**src/rtl/pll_lock_supervisor.sv**
```systemverilog
// ============================================================================
// Module   : pll_lock_supervisor
// Purpose  : Sequences the EHXPLLL reset and holds the SoC reset until the PLL
//            is stably locked; optional retry limit via PLL_SUP_RETRY_LIMIT_EN.
// Revision : 1.0 - initial release
// ============================================================================
`default_nettype none

module pll_lock_supervisor #(
  parameter int PLL_RST_CYCLES = 16,
  parameter int LOCK_TIMEOUT   = 50000,
  parameter int STABLE_CYCLES  = 1024,
  parameter int GLITCH_CYCLES  = 4,
  parameter int MAX_RETRIES    = 3
) (
  input  logic       clk,
  input  logic       reset,
  input  logic       locked,
  output logic       pll_rst,
  output logic       sys_reset,
  output logic       ready,
  output logic       fail,
  output logic [7:0] lock_loss_count,
  output logic [2:0] state
);

  localparam int c_MAX_A   = (PLL_RST_CYCLES > LOCK_TIMEOUT) ? PLL_RST_CYCLES : LOCK_TIMEOUT;
  localparam int c_MAX_CNT = (c_MAX_A > STABLE_CYCLES) ? c_MAX_A : STABLE_CYCLES;
  localparam int c_CNT_W   = (c_MAX_CNT > 1) ? $clog2(c_MAX_CNT) : 1;
  localparam int c_GL_W    = $clog2(GLITCH_CYCLES + 1);

  localparam logic [c_CNT_W-1:0] c_PLL_LAST    = c_CNT_W'(PLL_RST_CYCLES - 1);
  localparam logic [c_CNT_W-1:0] c_TIMEOUT_LAST = c_CNT_W'(LOCK_TIMEOUT - 1);
  localparam logic [c_CNT_W-1:0] c_STABLE_LAST = c_CNT_W'(STABLE_CYCLES - 1);
  localparam logic [c_GL_W-1:0]  c_GLITCH_LAST = c_GL_W'(GLITCH_CYCLES - 1);

  typedef enum logic [2:0] {
    S_RESET_PLL = 3'd0,
    S_WAIT_LOCK = 3'd1,
    S_STABLE    = 3'd2,
    S_RUN       = 3'd3,
    S_FAIL      = 3'd4
  } state_t;

  // Elaboration-time sanity checks on the configuration.
  if (PLL_RST_CYCLES < 1 || LOCK_TIMEOUT < 1 || STABLE_CYCLES < 1 || GLITCH_CYCLES < 1) begin : g_bad_cycles
    $error("pll_lock_supervisor: cycle parameters must be >= 1");
  end
  if (MAX_RETRIES < 0 || MAX_RETRIES > 15) begin : g_bad_retries
    $error("pll_lock_supervisor: MAX_RETRIES must fit the 4-bit retry counter");
  end

  state_t               r_state;
  state_t               w_state_nxt;
  logic                 r_sync1;
  logic                 r_sync2;
  logic [c_CNT_W-1:0]   r_cnt;
  logic [c_GL_W-1:0]    r_glitch;
  logic                 r_pll_rst;
  logic                 r_sys_reset;
  logic                 r_ready;
  logic                 r_fail;
  logic [7:0]           r_lock_loss_count;
  logic                 w_lock_loss;
  logic                 w_fail_nxt;

`ifdef PLL_SUP_RETRY_LIMIT_EN
  logic [3:0]           r_retry;
`endif

  // Two-flop synchronizer for the asynchronous PLL lock indication.
  always_ff @(posedge clk or posedge reset) begin
    if (reset) begin
      r_sync1 <= 1'b0;
      r_sync2 <= 1'b0;
    end else begin
      r_sync1 <= locked;
      r_sync2 <= r_sync1;
    end
  end

  always_comb begin
    w_state_nxt = r_state;
    case (r_state)
      S_RESET_PLL: begin
        if (r_cnt == c_PLL_LAST) w_state_nxt = S_WAIT_LOCK;
      end
      S_WAIT_LOCK: begin
        // Lock takes priority over a coincident timeout.
        if (r_sync2) begin
          w_state_nxt = S_STABLE;
        end else if (r_cnt == c_TIMEOUT_LAST) begin
`ifdef PLL_SUP_RETRY_LIMIT_EN
          w_state_nxt = (r_retry == 4'(MAX_RETRIES)) ? S_FAIL : S_RESET_PLL;
`else
          w_state_nxt = S_RESET_PLL;
`endif
        end
      end
      S_STABLE: begin
        if (!r_sync2) w_state_nxt = S_WAIT_LOCK;
        else if (r_cnt == c_STABLE_LAST) w_state_nxt = S_RUN;
      end
      S_RUN: begin
        if (!r_sync2 && r_glitch == c_GLITCH_LAST) w_state_nxt = S_RESET_PLL;
      end
      S_FAIL: begin
`ifdef PLL_SUP_RETRY_LIMIT_EN
        w_state_nxt = S_FAIL;
`else
        w_state_nxt = S_RESET_PLL;
`endif
      end
      default: w_state_nxt = S_RESET_PLL;
    endcase
  end

  assign w_lock_loss = (r_state == S_RUN) && (w_state_nxt == S_RESET_PLL);

`ifdef PLL_SUP_RETRY_LIMIT_EN
  assign w_fail_nxt = (w_state_nxt == S_FAIL);
`else
  assign w_fail_nxt = 1'b0;
`endif

  always_ff @(posedge clk or posedge reset) begin
    if (reset) begin
      r_state <= S_RESET_PLL;
    end else begin
      r_state <= w_state_nxt;
    end
  end

  // Shared cycle counter, cleared on every state change; idle in RUN/FAIL.
  always_ff @(posedge clk or posedge reset) begin
    if (reset) begin
      r_cnt <= '0;
    end else if (w_state_nxt != r_state) begin
      r_cnt <= '0;
    end else if (r_state == S_RUN || r_state == S_FAIL) begin
      r_cnt <= '0;
    end else begin
      r_cnt <= r_cnt + 1'b1;
    end
  end

  always_ff @(posedge clk or posedge reset) begin
    if (reset) begin
      r_glitch <= '0;
    end else if (r_state == S_RUN && w_state_nxt == S_RUN && !r_sync2) begin
      r_glitch <= r_glitch + 1'b1;
    end else begin
      r_glitch <= '0;
    end
  end

`ifdef PLL_SUP_RETRY_LIMIT_EN
  always_ff @(posedge clk or posedge reset) begin
    if (reset) begin
      r_retry <= 4'd0;
    end else if (r_state == S_RUN) begin
      r_retry <= 4'd0;
    end else if (r_state == S_WAIT_LOCK && w_state_nxt == S_RESET_PLL) begin
      r_retry <= r_retry + 4'd1;
    end
  end
`endif

  // Outputs are decoded from the next state so they move with the state.
  always_ff @(posedge clk or posedge reset) begin
    if (reset) begin
      r_pll_rst         <= 1'b1;
      r_sys_reset       <= 1'b1;
      r_ready           <= 1'b0;
      r_fail            <= 1'b0;
      r_lock_loss_count <= 8'd0;
    end else begin
      r_pll_rst   <= (w_state_nxt == S_RESET_PLL) || (w_state_nxt == S_FAIL);
      r_sys_reset <= (w_state_nxt != S_RUN);
      r_ready     <= (w_state_nxt == S_RUN);
      r_fail      <= w_fail_nxt;
      if (w_lock_loss && r_lock_loss_count != 8'hFF) begin
        r_lock_loss_count <= r_lock_loss_count + 8'd1;
      end
    end
  end

  assign pll_rst         = r_pll_rst;
  assign sys_reset       = r_sys_reset;
  assign ready           = r_ready;
  assign fail            = r_fail;
  assign lock_loss_count = r_lock_loss_count;
  assign state           = r_state;

endmodule

`default_nettype wire

```
**config.mk**
```make
export PLATFORM = sky130hd
export DESIGN_NAME = pll_lock_supervisor
export DESIGN_NICKNAME = d
export VERILOG_FILES = /design/src/rtl/pll_lock_supervisor.sv
export SDC_FILE = /design/constraint.sdc
export NUM_CORES = 1
export LEC_CHECK = 0
export ABC_AREA = 0
export CAP_MARGIN = 20
export CORE_MARGIN = 2
export CORE_UTILIZATION = 55
export CTS_BUF_LIST = sky130_fd_sc_hd__clkbuf_2
export DETAILED_ROUTE_END_ITERATION = 10
export GPL_ROUTABILITY_DRIVEN = 1
export PLACE_DENSITY = 0.74
export SLEW_MARGIN = 10
export SYNTH_ARGS = -nofsm -noshare
export SYNTH_HDL_FRONTEND = slang
export SYNTH_SLANG_ARGS = --single-unit
```
**constraint.sdc**
```tcl
create_clock -name clk -period 5 [get_ports clk]
set_clock_uncertainty 0.15 [all_clocks]
set_input_delay 1.25 -clock clk [delete_from_list [all_inputs] [get_ports clk]]
set_output_delay 1.25 -clock clk [all_outputs]
set_load 0.02 [all_outputs]
```
==> results.md <==
- Status: complete, no violations
- Setup crit end kind: output pin
- Vias: 1241
- CP Max Fanout: 8
- Critical path's top delay family: buffers and inverters
- Crit share post-route: 0.587
- Unrepaired setup endpoints after global routing: no
- Static Leak: 0.871 nW
- Synth warn: 0
- Critical path startpoint category: flop
- Aggregate global-route resource usage: 0.209
- Fin crit period: 2940 ps
- Sink Count: 35
- Post-synthesis sequential area ratio: 0.515
- Final Hold Vio Count: 0
- Synth Instances: 156
- FMAX: 340 MHz
- Min-Delay Path Class: reg2reg
- Antenna Violating Nets Remaining: 0
- Insertion delay to the later sink of the worst-skew pair: 370 ps
- Post-DR wirelength/cell: 15.4 µm
- Drt pass-1 iters: 4
- Cts repair resizes: 0
- Fin cells: 210
- Slew HR: 0.314
- Final setup vio count: 0
- Post-route DRC violation count: 0
- CP arrival: 1540 ps
- Initial antenna violation count: 0
- Fin. max-slew vios: 0
- Hold depth: 0
- Multi-input gate area: 776 µm²
- Kind of critical path: reg2out
- Clock root cell: clkbuf_2
- CP bufs+invs: 1
- Reg2Reg Setup Slack: 2220 ps
- R2r endpoint: r_cnt[15]
- Die Y: 59.7 µm
- Starting DRT DRC Count: 74
- Rows: 20
- RePlAce Congestion: 0.862
- Die X: 59.7 µm
- Post-synth EDFFs: 0
- Worst-margin pin slew: 1020 ps
- VDD IR max: 145 µV
- Slowest CP cell: clkdlybuf4s50_1
- Post-synthesis async set-or-reset flop share: 1.00
- Crit path largest cell delay: 670 ps
- Yosys reg bits: 35
- Final wirelength: 3230 µm
- Distinct cells, synth: 44
- Fillcell total: 263
- Number of global-route vias before repair: 1222
- Sequential Area: 878 µm²
- Hold EP: r_sync2
- Share of layout cells above drive strength 1: 0.113
- Syn_area_per_cell: 10.9 µm²
- Deepest level of the CTS H-tree: 2
- GR Overflow Total: 0
- Clk slew on worst S/H paths: 170 ps
- Fin area: 0.00195 mm²
- Cell area after synthesis: 0.00170 mm²
- Setup TNS Final: 0 ps
- CTS tree: built
- MaxCap Viol Count: 0
- CP Data Required Time: 3600 ps
- Hold WS: 217 ps
- Largest net degree at the start of global routing: 36
- # IOs: 18
- Area grow syn2layout: 14.4%
- PortBufs: 16
- Placed cells: 202
- Worst R2R Path Depth: 4
- Post-CTS setup buffers: 0
- Fin nets: 183
- Hold path startpoint: r_sync1
- P per Cell Area: 248 mW/mm²
- Initial Util: 0.567
- Die ar.: 0.00356 mm²
- CTS Buf Count: 5
- Via density: 5.91
- Post-DP Area: 0.00189 mm²
- R2R Path Start: r_cnt[11]
- # hold bufs at CTS: 0
- Global-route wire length before repair: 5490 µm
- Clock Tree Buf Depth: 2
- Worst-path cell chain: clkdlybuf4s50_1
- Diodes inserted: 0
- Core box area: 0.00300 mm²
- Post-synth top flop: dfrtp_1
- Detailed-placement wirelength estimate: 2240 µm
layout make-up:
type | instances | area share
Sequential cell | 35 | 0.451
Timing Repair Buffer | 17 | 0.0860
Inverter | 6 | 0.0116
Clock buffer | 5 | 0.0128
Tap cell | 33 | 0.0212
Multi-Input combinational cell | 111 | 0.398
Clock inverter | 3 | 0.0199
through the flow:
stage,total power [mW],util,setup slack (ps)
after floorplan,0.306,-,2780
after global placement,0.311,0.628,2320
after detailed placement,0.312,0.628,2250
after CTS,0.488,0.649,2040
after global routing,0.498,0.649,1970
final,0.483,0.649,2060
how the worst max path moves through the flow:
| stage | from | end | slack, ps | depth (start not counted) |
|---|---|---|---|---|
| after global placement | r_cnt[4] | r_cnt[14] | 2320 | 4 |
| after detailed placement | r_cnt[11] | r_cnt[15] | 2250 | 4 |
| final | state[1] | state[1] | 2060 | 1 |
| after global routing | state[1] | state[1] | 1970 | 1 |
| after CTS | state[1] | state[1] | 2040 | 1 |
| after floorplan | r_cnt[11] | state[0] | 2780 | 4 |
state kept, by name, indices dropped and copies added (netlist names):
| register | cells |
|---|---|
| sys_reset | 1 |
| ready | 1 |
| lock_loss_count | 8 |
| r_sync1 | 1 |
| state | 3 |
| pll_rst | 1 |
| r_cnt | 16 |
| r_glitch | 3 |
| r_sync2 | 1 |
power breakdown:
part           internal [mW]  switching [mW]  total, mW
clock                 0.0823          0.0939      0.176
sequential             0.287         0.00349      0.290
combinational        0.00549          0.0109     0.0164
cell usage in the layout, fill, tap and decap left out, types with 2 or more instances in the layout:
| cell type | n |
|---|---|
| dfrtp_1 | 33 |
| clkdlybuf4s50_1 | 16 |
| xor2_1 | 15 |
| a21oi_1 | 13 |
| nand3_1 | 11 |
| nand2_1 | 7 |
| nor2_1 | 6 |
| inv_1 | 6 |
| nor3_1 | 5 |
| clkbuf_2 | 5 |
| nor4_1 | 4 |
| o21ai_0 | 4 |
| nand4_1 | 4 |
| xnor2_1 | 4 |
| ha_1 | 4 |
| or3_1 | 3 |
| and4_1 | 3 |
| a22oi_1 | 2 |
| nor3b_1 | 2 |
| o31ai_1 | 2 |
| conb_1 | 2 |
| dfstp_2 | 2 |
cells in the mapped netlist, types with 2 or more instances:
master | instances | area (µm²)
nor3_1 | 5 | 25.0
nor2_1 | 6 | 22.5
nand2_1 | 7 | 26.3
ha_1 | 4 | 50.1
nor4_1 | 4 | 25.0
o31ai_1 | 2 | 15.0
clkbuf_1 | 2 | 7.51
or3_1 | 3 | 18.8
xnor2_1 | 4 | 35.0
and4_1 | 3 | 26.3
nand3_1 | 11 | 55.1
nor3b_1 | 2 | 15.0
xor2_1 | 15 | 131
inv_1 | 6 | 22.5
a21oi_1 | 13 | 65.1
o21ai_0 | 4 | 20.0
dfstp_2 | 2 | 52.6
a22oi_1 | 2 | 15.0
nand4_1 | 4 | 25.0
dfrtp_1 | 33 | 826
logic make-up after synthesis:
kind of cell	count (synthesis)	synth area share
compound gates	30	0.125
xor+xnor	19	0.0977
fa+ha+maj	4	0.0294
buf+inv	11	0.0316
flops	35	0.515
mux	1	0.00661
other cells	1	0.00220
simple gates	55	0.192
per-layer routing:
layer / GRT usage / part of all wire
met1: 0.275 / 0.44
met2: 0.328 / 0.50
met3: 0.0649 / 0.053
met4: 0.0762 / 0.013
met5: 0 / 0
Power figures use the tool's default switching activity.
